===== src/rtl/snitch_fpu_wb.sv =====
// FPU/LSU writeback: FP regfile write port, integer response, scoreboard, fflags.
// SNITCH_FPU_WB_BYPASS_EN mirrors the regfile write onto the fwd_* bypass.
module snitch_fpu_wb #(
  parameter int unsigned FLEN      = 64,
  parameter int unsigned XLEN      = 32,
  parameter int unsigned NumFpRegs = 32
) (
  input  logic                 clk_i,
  input  logic                 rst_ni,
  input  logic                 issue_valid_i,
  input  logic [4:0]           issue_rd_i,
  input  logic                 fpu_valid_i,
  output logic                 fpu_ready_o,
  input  logic [FLEN-1:0]      fpu_result_i,
  input  logic [4:0]           fpu_status_i,
  input  logic [5:0]           fpu_tag_i,
  input  logic                 lsu_valid_i,
  output logic                 lsu_ready_o,
  input  logic [4:0]           lsu_rd_i,
  input  logic [FLEN-1:0]      lsu_data_i,
  output logic                 fpr_we_o,
  output logic [4:0]           fpr_waddr_o,
  output logic [FLEN-1:0]      fpr_wdata_o,
  output logic                 acc_resp_valid_o,
  input  logic                 acc_resp_ready_i,
  output logic [4:0]           acc_resp_id_o,
  output logic [XLEN-1:0]      acc_resp_data_o,
  input  logic                 fflags_we_i,
  input  logic [4:0]           fflags_wdata_i,
  output logic [4:0]           fflags_o,
  output logic [NumFpRegs-1:0] pending_o,
  output logic                 fwd_valid_o,
  output logic [4:0]           fwd_addr_o,
  output logic [FLEN-1:0]      fwd_data_o
);

  logic                 fpu_int;
  logic                 fpu_fp_req;
  logic                 conflict;
  logic                 resp_free;
  logic                 fpu_hs;
  logic                 lsu_hs;
  logic                 fpu_wr;
  logic                 prio_q;
  logic                 we_q;
  logic [4:0]           waddr_q;
  logic [FLEN-1:0]      wdata_q;
  logic                 rv_q;
  logic [4:0]           rid_q;
  logic [XLEN-1:0]      rdata_q;
  logic [4:0]           fflags_q;
  logic [4:0]           fflags_d;
  logic [NumFpRegs-1:0] pending_q;
  logic [NumFpRegs-1:0] pend_set;
  logic [NumFpRegs-1:0] pend_clr;

  assign fpu_int    = fpu_tag_i[5];
  assign fpu_fp_req = fpu_valid_i && !fpu_int;
  assign conflict   = fpu_fp_req && lsu_valid_i;
  assign resp_free  = !rv_q || acc_resp_ready_i;

  // Readies are held low in reset so nothing is acknowledged and then lost.
  always_comb begin
    fpu_ready_o = 1'b0;
    lsu_ready_o = 1'b0;
    if (rst_ni) begin
      fpu_ready_o = fpu_int ? resp_free : (!conflict || prio_q);
      lsu_ready_o = !(conflict && prio_q);
    end
  end

  assign fpu_hs = fpu_valid_i && fpu_ready_o;
  assign lsu_hs = lsu_valid_i && lsu_ready_o;
  assign fpu_wr = fpu_hs && !fpu_int;

  assign pend_set = issue_valid_i ? (NumFpRegs'(1) << issue_rd_i) : '0;
  assign pend_clr = we_q ? (NumFpRegs'(1) << waddr_q) : '0;

  always_comb begin
    fflags_d = fflags_we_i ? fflags_wdata_i : fflags_q;
    if (fpu_hs) fflags_d = fflags_d | fpu_status_i;
  end

  always_ff @(posedge clk_i) begin
    if (!rst_ni) begin
      prio_q    <= 1'b0;
      we_q      <= 1'b0;
      waddr_q   <= '0;
      wdata_q   <= '0;
      rv_q      <= 1'b0;
      rid_q     <= '0;
      rdata_q   <= '0;
      fflags_q  <= '0;
      pending_q <= '0;
    end else begin
      if (conflict) prio_q <= !prio_q;
      we_q <= fpu_wr || lsu_hs;
      unique case (1'b1)
        fpu_wr: begin
          waddr_q <= fpu_tag_i[4:0];
          wdata_q <= fpu_result_i;
        end
        lsu_hs: begin
          waddr_q <= lsu_rd_i;
          wdata_q <= lsu_data_i;
        end
        default: ;
      endcase
      if (fpu_hs && fpu_int) begin
        rv_q    <= 1'b1;
        rid_q   <= fpu_tag_i[4:0];
        rdata_q <= fpu_result_i[XLEN-1:0];
      end else if (acc_resp_ready_i) begin
        rv_q <= 1'b0;
      end
      fflags_q  <= fflags_d;
      pending_q <= (pending_q & ~pend_clr) | pend_set;
    end
  end

  assign fpr_we_o         = we_q;
  assign fpr_waddr_o      = waddr_q;
  assign fpr_wdata_o      = wdata_q;
  assign acc_resp_valid_o = rv_q;
  assign acc_resp_id_o    = rid_q;
  assign acc_resp_data_o  = rdata_q;
  assign fflags_o         = fflags_q;
  assign pending_o        = pending_q;

`ifdef SNITCH_FPU_WB_BYPASS_EN
  assign fwd_valid_o = we_q;
  assign fwd_addr_o  = waddr_q;
  assign fwd_data_o  = wdata_q;
`else
  assign fwd_valid_o = 1'b0;
  assign fwd_addr_o  = '0;
  assign fwd_data_o  = '0;
`endif

`ifndef SYNTHESIS
  // Reissue to a register is fine only in the cycle its write retires.
  a_issue_free: assert property (@(posedge clk_i) disable iff (!rst_ni)
    issue_valid_i |->
      (!pending_q[issue_rd_i] || (we_q && waddr_q == issue_rd_i)));
  a_fpu_hold: assert property (@(posedge clk_i) disable iff (!rst_ni)
    (fpu_valid_i && !fpu_ready_o) |=> fpu_valid_i);
`endif

endmodule


===== config.mk =====
export PLATFORM = sky130hd
export DESIGN_NAME = snitch_fpu_wb
export DESIGN_NICKNAME = d
export VERILOG_FILES = /design/src/rtl/snitch_fpu_wb.sv
export SDC_FILE = /design/constraint.sdc
export NUM_CORES = 1
export LEC_CHECK = 0
export CAP_MARGIN = 5
export CORE_UTILIZATION = 25
export CTS_CLUSTER_SIZE = 10
export DETAILED_ROUTE_END_ITERATION = 6
export PLACE_DENSITY = 0.64
export SLEW_MARGIN = 10
export SYNTH_ARGS = -nofsm -noshare
export SYNTH_HDL_FRONTEND = slang
export SYNTH_SLANG_ARGS = --single-unit

===== constraint.sdc =====
create_clock -name clk_i -period 2.6 [get_ports clk_i]
set_clock_uncertainty 0.1 [all_clocks]
set_input_delay 0.26 -clock clk_i [delete_from_list [all_inputs] [get_ports clk_i]]
set_output_delay 0.26 -clock clk_i [all_outputs]
set_load 0.005 [all_outputs]

=== Yosys cells after proc, flatten, opt, wreduce, memory -nomap -nowiden ===
Cells that the tools add are included.
Widths: inputs -> output; s select.

* Flip-flop bits (word level): 146
* Logic and storage cells: 43
* Output and inout bits: 217
* Bits of input ports: 161

* Bitwise operators: 4
* Multiplexer cells: 11
* Shift operators: 2
* Reduce and logical (&&, ||, !) cells: 17

{| class="wikitable"
|+ Operator list
! cell !! count
|-
| $pmux 64 s2 || 1
|-
| $mux 32 || 2
|-
| $shl 1x5->32 const A || 2
|-
| $and 32x32->32 || 1
|-
| $not 32->32 || 1
|-
| $or 32x32->32 || 1
|-
| $mux 5 || 2
|-
| $pmux 5 s2 || 1
|-
| $logic_and 1x1->1 || 7
|-
| $logic_not 1->1 || 5
|-
| $mux 1 || 5
|-
| $or 5x5->5 || 1
|-
| $reduce_bool 2->1 || 2
|-
| $logic_or 1x1->1 || 3
|}

=== Depth between registers and ports, before layout ===
Gate-level depths: netlist of run 1.

* Word-level depth: 10
* Gate-level depth with buffers: 6
* Mapped depth without buffers: 3

=== Least setup slack after synthesis of run 1 ===
Ideal clock, no wire load.

* Kind: register to register
* From: register waddr_q[0], in the netlist fpr_waddr_o[0]
* To: register pending_q[4], in the netlist pending_o[4]
* Stages on the path, launching flop included: 4
* Data arrival time: 1,497 ps
* Path buffers: 0
* Clock period less this slack: 1,714 ps
* Path slack: 886 ps
* Data required time: 2,383 ps
* Setup time: 117 ps
* Cell sequence: dfxtp_1 or3b_4 or4b_1 a32o_1

* Word-level cells in the longest chain between the ends: 5

{| class="wikitable"
|+ RTL lines
! item !! line !! RTL
|-
| from (decl) || 46 || <nowiki>logic [4:0] waddr_q;</nowiki>
|-
| from (signal assigned) || 100 || <nowiki>waddr_q <= fpu_tag_i[4:0];</nowiki>
|-
| from (signal assigned) || 104 || <nowiki>waddr_q <= lsu_rd_i;</nowiki>
|-
| $shl 1x5->32 || 77 || <nowiki>assign pend_clr = we_q ? (NumFpRegs'(1) << waddr_q) : '0;</nowiki>
|-
| $mux 32 || 77 ||
|-
| $not 32->32 || 117 || <nowiki>pending_q <= (pending_q & ~pend_clr) | pend_set;</nowiki>
|-
| $and 32x32->32 || 117 ||
|-
| $or 32x32->32 || 117 ||
|-
| to (signal assigned) || 117 ||
|-
| to (decl) || 53 || <nowiki>logic [NumFpRegs-1:0] pending_q;</nowiki>
|}

Every way passes these cells.
A chain may end at the register's enable or synchronous reset.

=== Worst setup path after layout of run 1 ===
* From: input port lsu_valid_i
* To: output port fpu_ready_o

* Word-level cells in the longest chain between the ends: 5

{| class="wikitable"
|+ RTL lines
! item !! line !! RTL
|-
| from (decl) || 17 || <nowiki>input logic lsu_valid_i,</nowiki>
|-
| $logic_and 1x1->1 || 59 || <nowiki>assign conflict = fpu_fp_req && lsu_valid_i;</nowiki>
|-
| $logic_not 1->1 || 67 || <nowiki>fpu_ready_o = fpu_int ? resp_free : (!conflict || prio_q);</nowiki>
|-
| $logic_or 1x1->1 || 67 ||
|-
| $mux 1 || 67 ||
|-
| $mux 1 || 66 || <nowiki>if (rst_ni) begin</nowiki>
|-
| to (decl) || 13 || <nowiki>output logic fpu_ready_o,</nowiki>
|}

Every way passes these cells.

==> results of run 1 <==
## Yosys cell counts (6+ instances only)
library cell	count	area share [%]
nor3_1	41	3.2
a32o_1	15	2.4
o21ai_0	53	4.2
dfxtp_1	146	46
nand3_1	50	3.9
o211ai_1	7	0.82
buf_4	71	8.4
buf_2	12	0.94
and3_1	34	3.3
o311ai_0	9	1.2
nand2_1	89	5.2
o22ai_1	6	0.59
a221o_1	69	11
nor2b_1	6	0.59
clkbuf_1	46	2.7
## worst min-delay path, delay by kind of cell
family / cells / cell delay [ns]
AOI/OAI and AO/OA: 1 / 0.05
and+or+nand+nor: 1 / 0.06
buffers and inverters: 1 / 0.16
## power by group through the flow
stage / Clock [mW] / Combinational (mW) / Sequential, mW
4_1_cts: 2.58 / 0.950 / 2.45
5_1_grt: 2.68 / 1.01 / 2.47
2_1_floorplan: 0 / 0.390 / 2.49
3_5_place_dp: 0 / 0.946 / 2.50
3_3_place_gp: 0 / 0.938 / 2.50
6_report: 2.52 / 0.943 / 2.45
## sequential cells by signal, summed over array words and instances (netlist names)
name / count
fpr_wdata_o: 64
fpr_we_o: 1
acc_resp_valid_o: 1
prio_q: 1
acc_resp_data_o: 32
fflags_o: 5
fpr_waddr_o: 5
pending_o: 32
acc_resp_id_o: 5
## per-layer routing
layer  up-vias  GRT usage [%]  part of all wire (%)
met5         -              0                     0
li1       3049              -                     -
met3        34           4.70                   7.6
met4         0           7.12                   2.9
met2       303           28.7                    48
met1      2997           20.8                    42
## through the flow
| step | hold WS, ns | cells | utilization (%) | instance area (sq um) | setup slack (ns) |
|---|---|---|---|---|---|
| floorplan | 0.290 | 778 | - | 6640 | 0.886 |
| global placement | 0.342 | 1300 | 38.0 | 9530 | 0.294 |
| detailed placement | 0.351 | 1300 | 38.0 | 9530 | 0.240 |
| CTS | 0.0478 | 1332 | 40.3 | 10100 | 0.252 |
| global route | 0.0633 | 1333 | 40.3 | 10100 | 0.191 |
| finish | 0.0664 | 1334 | 40.4 | 10100 | 0.260 |
## how the worst max path moves through the flow
stage | start | endpoint | slack, ns | cells past startpoint
after floorplan | fpr_waddr_o[0] | pending_o[4] | 0.89 | 3
after global placement | fpu_tag_i[5] | fpr_wdata_o[38] | 0.29 | 6
after detailed placement | fpu_tag_i[5] | fpr_wdata_o[33] | 0.24 | 6
after CTS | lsu_valid_i | fpu_ready_o | 0.25 | 5
after global routing | lsu_valid_i | fpu_ready_o | 0.19 | 5
final | lsu_valid_i | fpu_ready_o | 0.26 | 5
## cell families (layout without fill, tap and decap cells)
logic type	Yosys count	in the layout
and+or+nand+nor	256	256
buffers and inverters	137	361
DFF	146	146
other	1	72
muxes	5	5
AOI/OAI and AO/OA	164	164
## area by class of cell
| class | count | area, sq um | area share [%] |
|---|---|---|---|
| diodes | 2 | 5.00 | 0.0494 |
| clock buffers | 17 | 425 | 4.20 |
| clock inverters | 15 | 170 | 1.68 |
| inverters | 5 | 18.8 | 0.185 |
| multi-input cells | 495 | 2940 | 29.0 |
| flip-flops and latches | 146 | 2920 | 28.8 |
| well taps | 330 | 413 | 4.07 |
| repair buffers | 324 | 3240 | 31.9 |
==> impl_metrics.ini, run 1 <==
[yosys]
synth-seq-cells = 146
synth_area_sq_um = 6380
ys.flop_type = dfxtp_1
synth.area.mux_share_pct = 0.785
synth-xor-area-share_pct = 0
syn_area_per_cell_sq_um = 8.99
ys_async_sr_fraction_pct = 0
synthAdderAreaFrac_pct = 0
synth_cell_types = 38
synth_top_family_by_area = compound AO/OA/AOI/OAI gates
synth_warnings = 0
yosysSeqAreaShare_pct = 45.8
synth_compound_area_share_pct = 20.5
netlist_instances = 709
yosys.area_share.simple_pct = 20.4
synth_edf_count = 0

[sta]
max_freq_mhz = 427
finalSetupTns_ns = 0
tightest_slew_ns = 0.846
final_max_slew_viol_count = 0
finalCritPeriodShare_pct = 90.0
finalHoldViolations = 0
fin_crit_ns = 2.34
max-slew-margin-rel_pct = 43.6
rsz0062_at_grt = no
setup_viol = 0

[die]
dieArea_sq_um = 26100
die_w_um = 162
die_height_um = 162
row_count = 58
start_util_pct = 25.4
core_sq_um = 25100
num_io_pins = 378

[worst_setup_path]
path_buf_inv = 3
rr_startpoint = fpr_waddr_o[1]
critPathLaunchType = input port
crit_type = in2out
path_cells = clkdlybuf4s50_1, inv_1, or3_1, and3_1, clkdlybuf4s50_1
worst_path_most_repeated_cell = clkdlybuf4s50_1
r2r_cells = 3
worst_ep_arrival_time_ns = 1.98
cp_slowest_cell = clkdlybuf4s50_1
reg2reg_slack_ns = 0.65
r2r-end = pending_o[5]
path_max_fanout = 5
crit_family = buffers and inverters
crit_path_max_incr_delay_ns = 0.59
required_ns = 2.24
crit_path_end_kind = primary output

[clock_tree]
tritoncts = yes
htree_levels = 4
path_clk_slew_ns = 0.07
hold_buffers = 0
cts_buffer_depth = 2
post_cts_buffers = 0
clock_tree.root_cell = clkbuf_16
cts.repair.resized = 0
numCtsBuffers = 17
cts.sinks = 146
clock_latency_ns = 0.42

[status]
status = complete, no violations

[grt]
grt_max_degree = 110
overflow = 0
grt_pass1_wl_um = 34800
grt_pass1_vias = 6142
antenna_found_initial = 1
grt_usage_pct = 17.2

[power_and_ir_drop]
p_comb_share_pct = 15.9
p_int_mw = 4.37
switchingPower_mw = 1.55
ir_drop_mv = 0.359
power.leakage_nw = 3.83
p_clk_share_pct = 42.6
seq_power_share_pct = 41.5
swShare_pct = 26.2
p_per_area_nw_per_um2 = 584
power_mw = 5.91

[run]
drv_cap = 0

[final_layout]
nFillCells = 2518
drive_above_1_share_pct = 6.29
final_common_cell = clkdlybuf4s50_1
area_growth_pct = 58.9
fin_nets = 1150
mostFrequentLayoutCells = 306 x clkdlybuf4s50_1, 146 x dfxtp_1, 89 x nand2_1

[route]
wl_per_cell_um = 17.3
final_antenna_net_count = 0
via_per_inst = 4.78
dr.pass1.iters = 5
detail_route.iter0.violations = 408
drc = 0
wirelength_um = 23100
vias = 6383

[min_path]
hold_end = fflags_o[3]
holdPathStages = 3
hold_path_class = in2reg
min_from = rst_ni

[place]
gp_congestion = 0.814
dpl.hpwl_um = 16300
portBuffers = 307
Power figures use the tool's default switching activity.
==> run 2: changes to the inputs <==
--- a/config.mk
+++ b/config.mk
@@ -6,11 +6,13 @@
 export NUM_CORES = 1
 export LEC_CHECK = 0
 export CAP_MARGIN = 5
-export CORE_UTILIZATION = 25
+export CORE_AREA = 2 2 148 150
 export CTS_CLUSTER_SIZE = 10
 export DETAILED_ROUTE_END_ITERATION = 6
-export PLACE_DENSITY = 0.64
+export DIE_AREA = 0 0 150 152
+export PLACE_DENSITY = 0.74
 export SLEW_MARGIN = 10
 export SYNTH_ARGS = -nofsm -noshare
 export SYNTH_HDL_FRONTEND = slang
 export SYNTH_SLANG_ARGS = --single-unit
+export TNS_END_PERCENT = 50
==> run 2 against run 1 <==
Cell count down 4.0%. Die area down 13%. Flip-flop and latch count unchanged. Non-clock buffer count down 2. Routed wire length down 1.8%. Final area down 0.89%. Critical path depth unchanged. Via count about the same. Utilization up 6.7 points. Global-route usage up 2.0 points. Largest cell class unchanged.
==> impl_metrics.ini, run 2 (synthesized netlist as in run 1, its figures left out) <==
[status]
status = complete, no violations

[sta]
setup_viol = 0
max_freq_mhz = 429
fin_crit_ns = 2.33
rsz0062_at_grt = no
finalSetupTns_ns = 0
tightest_slew_ns = 0.801
max-slew-margin-rel_pct = 46.6
finalHoldViolations = 0
final_max_slew_viol_count = 0
finalCritPeriodShare_pct = 89.7
setup_ws_ns = 0.269

[die]
row_count = 54
start_util_pct = 29.9
dieArea_sq_um = 22800
core_sq_um = 21400
num_io_pins = 378
die_height_um = 152
die_w_um = 150

[clock_tree]
numCtsBuffers = 17
clock_tree.root_cell = clkbuf_16
path_clk_slew_ns = 0.06
hold_buffers = 0
cts_buffer_depth = 2
clock_latency_ns = 0.41
post_cts_buffers = 0
cts.sinks = 146
cts.repair.resized = 0
tritoncts = yes
htree_levels = 4

[power_and_ir_drop]
switchingPower_mw = 1.48
ir_drop_mv = 0.393
p_per_area_nw_per_um2 = 591
power.leakage_nw = 3.83
p_comb_share_pct = 15.6
p_int_mw = 4.46
p_clk_share_pct = 42.9
seq_power_share_pct = 41.5
swShare_pct = 24.9

[route]
dr.pass1.iters = 5
vias = 6387
drc = 0
wl_met3_um = 1770
topRoutingLayerUsed = met4
wirelength_um = 22700
m1WireLength_um = 9650
via_per_inst = 4.99
wl_per_cell_um = 17.7
final_antenna_net_count = 0
wl_met2_um = 10800
detail_route.iter0.violations = 409

[place]
dpl.hpwl_um = 15700
gp_congestion = 0.793
dpl_worst_slack_ns = 0.231
portBuffers = 307

[grt]
grt_usage_pct = 19.2
grt_pass1_vias = 6150
grt_pass1_wl_um = 34600
grt_max_degree = 115
overflow = 0
antenna_found_initial = 1

[min_path]
hold_path_class = in2reg

[run]
drv_cap = 0

[final_layout]
mostFrequentLayoutCells = 306 x clkdlybuf4s50_1, 146 x dfxtp_1, 89 x nand2_1
nFillCells = 2068
final_common_cell = clkdlybuf4s50_1
drive_above_1_share_pct = 5.81
largest_reg_flops = 64
fin_nets = 1148
area_growth_pct = 57.5

[worst_setup_path]
required_ns = 2.24
cp_slowest_cell = clkdlybuf4s50_1
critPathLaunchType = input port
crit_path_max_incr_delay_ns = 0.51
path_max_fanout = 7
crit_path_end_kind = primary output
crit_family = buffers and inverters
crit_type = in2out
path_cells = clkdlybuf4s50_1, nand2b_2, or3_1, and3_1, clkdlybuf4s50_1
worst_path_most_repeated_cell = clkdlybuf4s50_1
path_buf_inv = 2
worst_ep_arrival_time_ns = 1.97
run 2: layer usage:
| metal | GRT usage, % | up-vias |
|---|---|---|
| li1 | - | 3039 |
| met1 | 24.6 | 3010 |
| met2 | 31.6 | 311 |
| met3 | 4.86 | 27 |
| met4 | 6.24 | 0 |
| met5 | 0 | - |
run 2: path summary, 6_finish.rpt:
kind                           start                  to  slack, ns  cells after the start
hold / removal                rst_ni              prio_q       0.28                      4
setup reg to reg      fpr_waddr_o[2]        pending_o[4]       0.55                      3
setup / recovery        fpu_tag_i[5]         fpu_ready_o       0.27                      5
hold reg to reg   acc_resp_data_o[8]  acc_resp_data_o[8]       0.35                      2
run 2: power by group through the flow:
stage	registers [mW]	clock network (mW)	logic (mW)
finish	2.46	2.55	0.930
global route	2.48	2.70	1.00
CTS	2.46	2.61	0.932
detailed placement	2.51	0	0.929
global placement	2.51	0	0.920
floorplan	2.49	0	0.390
run 2: layout make-up:
class	count	area, sq um	share of cell area [%]
inverter	5	18.8	0.187
multi-input combinational	495	2940	29.3
sequential	146	2920	29.1
timing repair buffer	322	3210	31.9
clock inverter	12	156	1.56
antenna	1	2.50	0.0249
clock buffer	19	443	4.41
tap	280	350	3.49
run 2: worst reg2reg max path, stage by stage (launching register included):
cell and delay (ns):
dfxtp_1 0.60, or3b_4 0.47, or4b_1 0.50, a32o_1 0.26
run 2: metrics by stage:
step | instance area [sq um] | power (mW) | hold slack [ns] | instances | utilization, %
global placement | 9440 | 3.43 | 0.344 | 1248 | 44.2
floorplan | 6640 | 2.88 | 0.290 | 778 | -
CTS | 10000 | 6.00 | 0.266 | 1279 | 47.0
finish | 10000 | 5.94 | 0.280 | 1280 | 47.0
global route | 10000 | 6.17 | 0.296 | 1280 | 47.0
detailed placement | 9440 | 3.44 | 0.348 | 1248 | 44.2
